===== config.mk =====
export PLATFORM = sky130hd
export DESIGN_NAME = wb_write_port
export DESIGN_NICKNAME = d
export VERILOG_FILES = /design/src/rtl/wb_write_port.sv
export SDC_FILE = /design/constraint.sdc
export NUM_CORES = 1
export LEC_CHECK = 0
export ABC_AREA = 1
export BUFFER_PORTS_ARGS = -buffer_cell sky130_fd_sc_hd__buf_2
export CAP_MARGIN = 40
export CORE_MARGIN = 2
export CORE_UTILIZATION = 49
export DETAILED_ROUTE_END_ITERATION = 6
export PLACE_DENSITY = 0.85
export SLEW_MARGIN = 10
export SYNTH_ARGS = -nofsm -noshare
export SYNTH_HDL_FRONTEND = slang
export SYNTH_SLANG_ARGS = --single-unit

===== constraint.sdc =====
create_clock -name clk -period 4.9 [get_ports clk]
set_clock_uncertainty 0.2 [all_clocks]
set_input_delay 0.49 -clock clk [delete_from_list [all_inputs] [get_ports clk]]
set_output_delay 0.49 -clock clk [all_outputs]
set_load 0.005 [all_outputs]

===== src/rtl/wb_write_port.sv =====
// Register-file write-port arbiter: pipeline writes win, MDU results bypass or wait in a 2-entry buffer.
// Output is registered (1 cycle); mdu_ready drops while the buffer is full, and the MDU holds its result until it rises.
module wb_write_port (
    input  logic        clk,
    input  logic        reset,
    input  logic        wb_valid,
    input  logic        wb_regwrite,
    input  logic        wb_memtoreg,
    input  logic [31:0] wb_alu_result,
    input  logic [31:0] wb_mem_data,
    input  logic [4:0]  wb_dest,
    input  logic        mdu_valid,
    input  logic [4:0]  mdu_dest,
    input  logic [31:0] mdu_result,
    output logic        mdu_ready,
    input  logic [4:0]  query_rs,
    input  logic [4:0]  query_rt,
    output logic        pending_hit,
    output logic [4:0]  writeregister,
    output logic [31:0] data,
    output logic        regWrite
);

    logic [1:0]  vld_q, vld_d;
    logic [4:0]  dest_q [2];
    logic [31:0] res_q  [2];
    logic        head_q, head_d;
    logic        tail_q, tail_d;
    logic [1:0]  count_q, count_d;
    logic [4:0]  wreg_q, wreg_d;
    logic [31:0] data_q, data_d;
    logic        we_q, we_d;

    logic pipe_req, full, empty, mdu_live, pop, bypass, push;

    assign pipe_req  = wb_valid && wb_regwrite && (wb_dest != 5'd0);
    assign full      = (count_q == 2'd2);
    assign empty     = (count_q == 2'd0);
    assign mdu_ready = !full;
    // Transfers to r0 complete the handshake but are dropped here.
    assign mdu_live  = mdu_valid && mdu_ready && (mdu_dest != 5'd0);
    assign pop       = !pipe_req && !empty;
    assign bypass    = !pipe_req && empty && mdu_live;
    assign push      = mdu_live && !bypass;

    always_comb begin
        vld_d   = vld_q;
        head_d  = head_q ^ pop;
        tail_d  = tail_q ^ push;
        count_d = count_q + {1'b0, push} - {1'b0, pop};
        wreg_d  = wreg_q;
        data_d  = data_q;
        we_d    = 1'b0;

        // The younger pipeline write makes any buffered value for the same register stale.
        for (int i = 0; i < 2; i++) begin
            if (pipe_req && dest_q[i] == wb_dest) begin
                vld_d[i] = 1'b0;
            end
        end
        if (pop) begin
            vld_d[head_q] = 1'b0;
        end
        if (push) begin
            vld_d[tail_q] = !(pipe_req && mdu_dest == wb_dest);
        end

        if (pipe_req) begin
            wreg_d = wb_dest;
            data_d = wb_memtoreg ? wb_mem_data : wb_alu_result;
            we_d   = 1'b1;
        end else if (pop) begin
            if (vld_q[head_q]) begin
                wreg_d = dest_q[head_q];
                data_d = res_q[head_q];
                we_d   = 1'b1;
            end
        end else if (bypass) begin
            wreg_d = mdu_dest;
            data_d = mdu_result;
            we_d   = 1'b1;
        end
    end

    always_comb begin
        pending_hit = 1'b0;
        for (int i = 0; i < 2; i++) begin
            if (vld_q[i] && (((query_rs != 5'd0) && (dest_q[i] == query_rs)) ||
                             ((query_rt != 5'd0) && (dest_q[i] == query_rt)))) begin
                pending_hit = 1'b1;
            end
        end
    end

    always_ff @(posedge clk) begin
        if (reset) begin
            vld_q   <= 2'b00;
            head_q  <= 1'b0;
            tail_q  <= 1'b0;
            count_q <= 2'd0;
            wreg_q  <= 5'd0;
            data_q  <= 32'd0;
            we_q    <= 1'b0;
        end else begin
            vld_q   <= vld_d;
            head_q  <= head_d;
            tail_q  <= tail_d;
            count_q <= count_d;
            wreg_q  <= wreg_d;
            data_q  <= data_d;
            we_q    <= we_d;
        end
    end

    // Payload storage needs no reset; the valid bits qualify it.
    always_ff @(posedge clk) begin
        if (push) begin
            dest_q[tail_q] <= mdu_dest;
            res_q[tail_q]  <= mdu_result;
        end
    end

    assign writeregister = wreg_q;
    assign data          = data_q;
    assign regWrite      = we_q;

endmodule


==> metrics.yaml <==
status: "finished, final reports clean"
p_seq_frac: 0.359
cp_max_fo: 40
clkSlewWorstSetupHoldPaths_ns: 0.06
reg2reg_from: "head_q"
wirelength_mm: 16.5
cts.sinks: 118
syn_area_per_cell_sq_um: 8.11
antennaDiodeCount: 0
ys_top_cells_by_area: "edfxtp_1 (36%), dfxtp_1 (14%), nand2_1 (12%)"
busiest_layer: "met2"
firstDrtPassIters: 5
clk_latency_ns: 0.41
power.switching_mw: 1.47
num_rows: 41
crit_required_ns: 5.00
hpwl_mm: 10.8
cp_common_cell: "o21ai_0"
hold_path_class: "in2reg"
drv_slew: 0
syn-num-nets: 894
antenna_found_initial: 1
fmax_mhz: 328
clock_path_buffers: 2
crit_type: "reg2reg"
synth_cell_types: 34
drt_iter0_drc: 512
arrival_ns: 3.14
grtUsageMet2: 0.431
wl_per_cell_um: 15.0
grt_setup_unrepaired: "false"
fin_crit_ns: 3.04
netlist_area_sq_um: 6230
grt.overflow.total: 0
p_leak_nw: 3.60
drc: 0
netlist_instances: 768
grt_max_degree: 46
yosysWarningCount: 0
tritoncts: "built"
nFillCells: 1103
synth-seq-area-share: 0.498
maxCapViolCount: 0
worstPathCellList: "inv_1 -> o21ai_0 -> nand3_2 -> nand2_2 -> buf_4 -> inv_2 -> o21ai_0 -> nor2_1"
met1_usage: 0.303
p_clk_frac: 0.315
min_from: "mdu_result[19]"
synth_seq_cells: 118
dieArea_sq_um: 13600
sw_frac_of_total: 0.354
internal_power_mw: 2.69
cp-end-kind: "flop"
portBuffers: 161
core_sq_um: 12500
utilization: 0.620
final_layout_size_suffix_gt1_frac: 0.269
ctsResizeCount: 0
critPathLaunch: "head_q"
peakVddDrop_mv: 0.310
hold_viol_final: 0
nNetsFinal: 1035
finalSetupViolCount: 0
grt_pass1_vias: 5360
cts_buffers: 17
grt_pass1_wl_mm: 25.9
gp_congestion: 0.864
ios: 162
antenna_left: 0
gr-usage-met3: 0.0643
slew_headroom: 0.469
htree_levels: 4
area_growth_syn_to_layout_pct: 24.5
worst_pin_slew_ns: 0.797
fp.dieW_um: 117
vias: 5689
track_usage: 0.250
synth_top_area_frac: 0.357
cts-root-buf: "clkbuf_16"
synth_top_area_cell: "edfxtp_1"
ctsHoldBuffers: 0
routed_via_density: 5.20
setup_tns_ns: 0
period_share: 0.621
cpMaxStageDelayCell: "dfxtp_2"
start_util: 0.498
post_cts_buffers: 0
slowest_delay_ns: 0.85
powerDensity_nw_per_um2: 537
critPathLaunchType: "flop"
p_comb_frac: 0.326
dieHeight_um: 117
==> Yosys cell counts <==
master    number
nand2_1      197
nor2_1        89
edfxtp_1      74
nand3_1       64
o21ai_0       64
inv_1         55
dfxtp_1       44
a21oi_1       25
clkbuf_1      21
xnor2_1       20
xor2_1        16
nor3_1        14
buf_2         13
or2_2         13
nand2_2       12
a21oi_2       10
ha_1           4
inv_2          4
nand4_1        4
buf_1          3
buf_4          3
clkbuf_2       3
buf_6          2
nand3_2        2
nor2_4         2
o211ai_1       2
a21boi_0       1
a21boi_1       1
buf_12         1
mux2i_1        1
nand2_4        1
nand3_4        1
nand3b_1       1
nor2_2         1
==> through the flow <==
| stage | instances | instance area, sq um | setup WS (ns) | hold slack, ns | power (mW) |
|---|---|---|---|---|---|
| 6_report | 1094 | 7750 | 1.86 | 0.0822 | 4.17 |
| 5_1_grt | 1094 | 7750 | 1.53 | 0.0774 | 4.42 |
| 4_1_cts | 1094 | 7750 | 1.85 | 0.0770 | 4.18 |
| 3_5_place_dp | 1062 | 7120 | 1.50 | 0.252 | 2.86 |
| 3_3_place_gp | 1059 | 7050 | 1.57 | 0.251 | 2.80 |
| 2_1_floorplan | 768 | 6230 | 1.99 | 0.261 | 2.41 |
==> worst paths after layout <==
check | slack (ns) | cells past startpoint | end
min | 0.08 | 1 | res_q[0][19]
max reg2reg | 1.86 | 8 | data[0]
min reg2reg | 0.26 | 2 | data[3]
max | 1.86 | 8 | data[0]
==> power groups by stage <==
stage          Clock, mW  Sequential, mW  Combinational (mW)
3_5_place_dp           0            1.51                1.35
5_1_grt             1.36            1.52                1.54
3_3_place_gp           0            1.51                1.29
4_1_cts             1.32            1.49                1.37
2_1_floorplan          0            1.48               0.932
6_report            1.31            1.50                1.36
==> area by class of cell <==
| class | instances | area (sq um) | area share |
|---|---|---|---|
| multi-input cells | 545 | 2670 | 0.345 |
| inverters | 59 | 221 | 0.0286 |
| clock buffers | 20 | 468 | 0.0603 |
| repair buffers | 168 | 903 | 0.116 |
| well taps | 172 | 215 | 0.0278 |
| clock inverters | 12 | 169 | 0.0218 |
| flip-flops and latches | 118 | 3100 | 0.400 |
==> layer usage <==
layer	vias up	routed length (um)
met5	-	13
met4	2	326
met3	38	1570
met2	301	8090
met1	2565	6450
li1	2783	-
==> flip-flops by register name, summed over array words and instances, names as in the netlist <==
name	flops
res_q	64
data	32
dest_q	10
writeregister	5
count_q	2
vld_q	2
head_q	1
regWrite	1
tail_q	1
==> worst max-delay path, delay by kind of cell, from the launching register on <==
| family | cells | cell delay [ns] |
|---|---|---|
| compound gates | 2 | 0.54 |
| simple gates | 3 | 0.45 |
| buf+inv | 3 | 0.90 |
| flops | 1 | 0.85 |
==> layout by cell type (no fill, tap or decap), drive strengths merged, types with 6 or more instances in the layout <==
cell / synthesis / final
a21oi: 35 / 35
buf: 22 / 168
clkbuf: 24 / 20
clkinv: 0 / 6
dfxtp: 44 / 44
edfxtp: 74 / 74
inv: 59 / 60
nand2: 210 / 210
nand3: 67 / 67
nor2: 92 / 92
nor3: 14 / 14
o21ai: 64 / 64
or2: 13 / 13
xnor2: 20 / 20
xor2: 16 / 16
==> kinds of logic after synthesis <==
| group | synth area share |
|---|---|
| AOI/OAI and AO/OA | 0.0904 |
| xor gates and xnor gates | 0.0506 |
| muxes | 0.00161 |
| buffers and inverters | 0.0733 |
| DFF | 0.498 |
| adders and majority gates | 0.00804 |
| and+or+nand+nor | 0.278 |
Note: power is estimated with default switching activity, not from simulation.
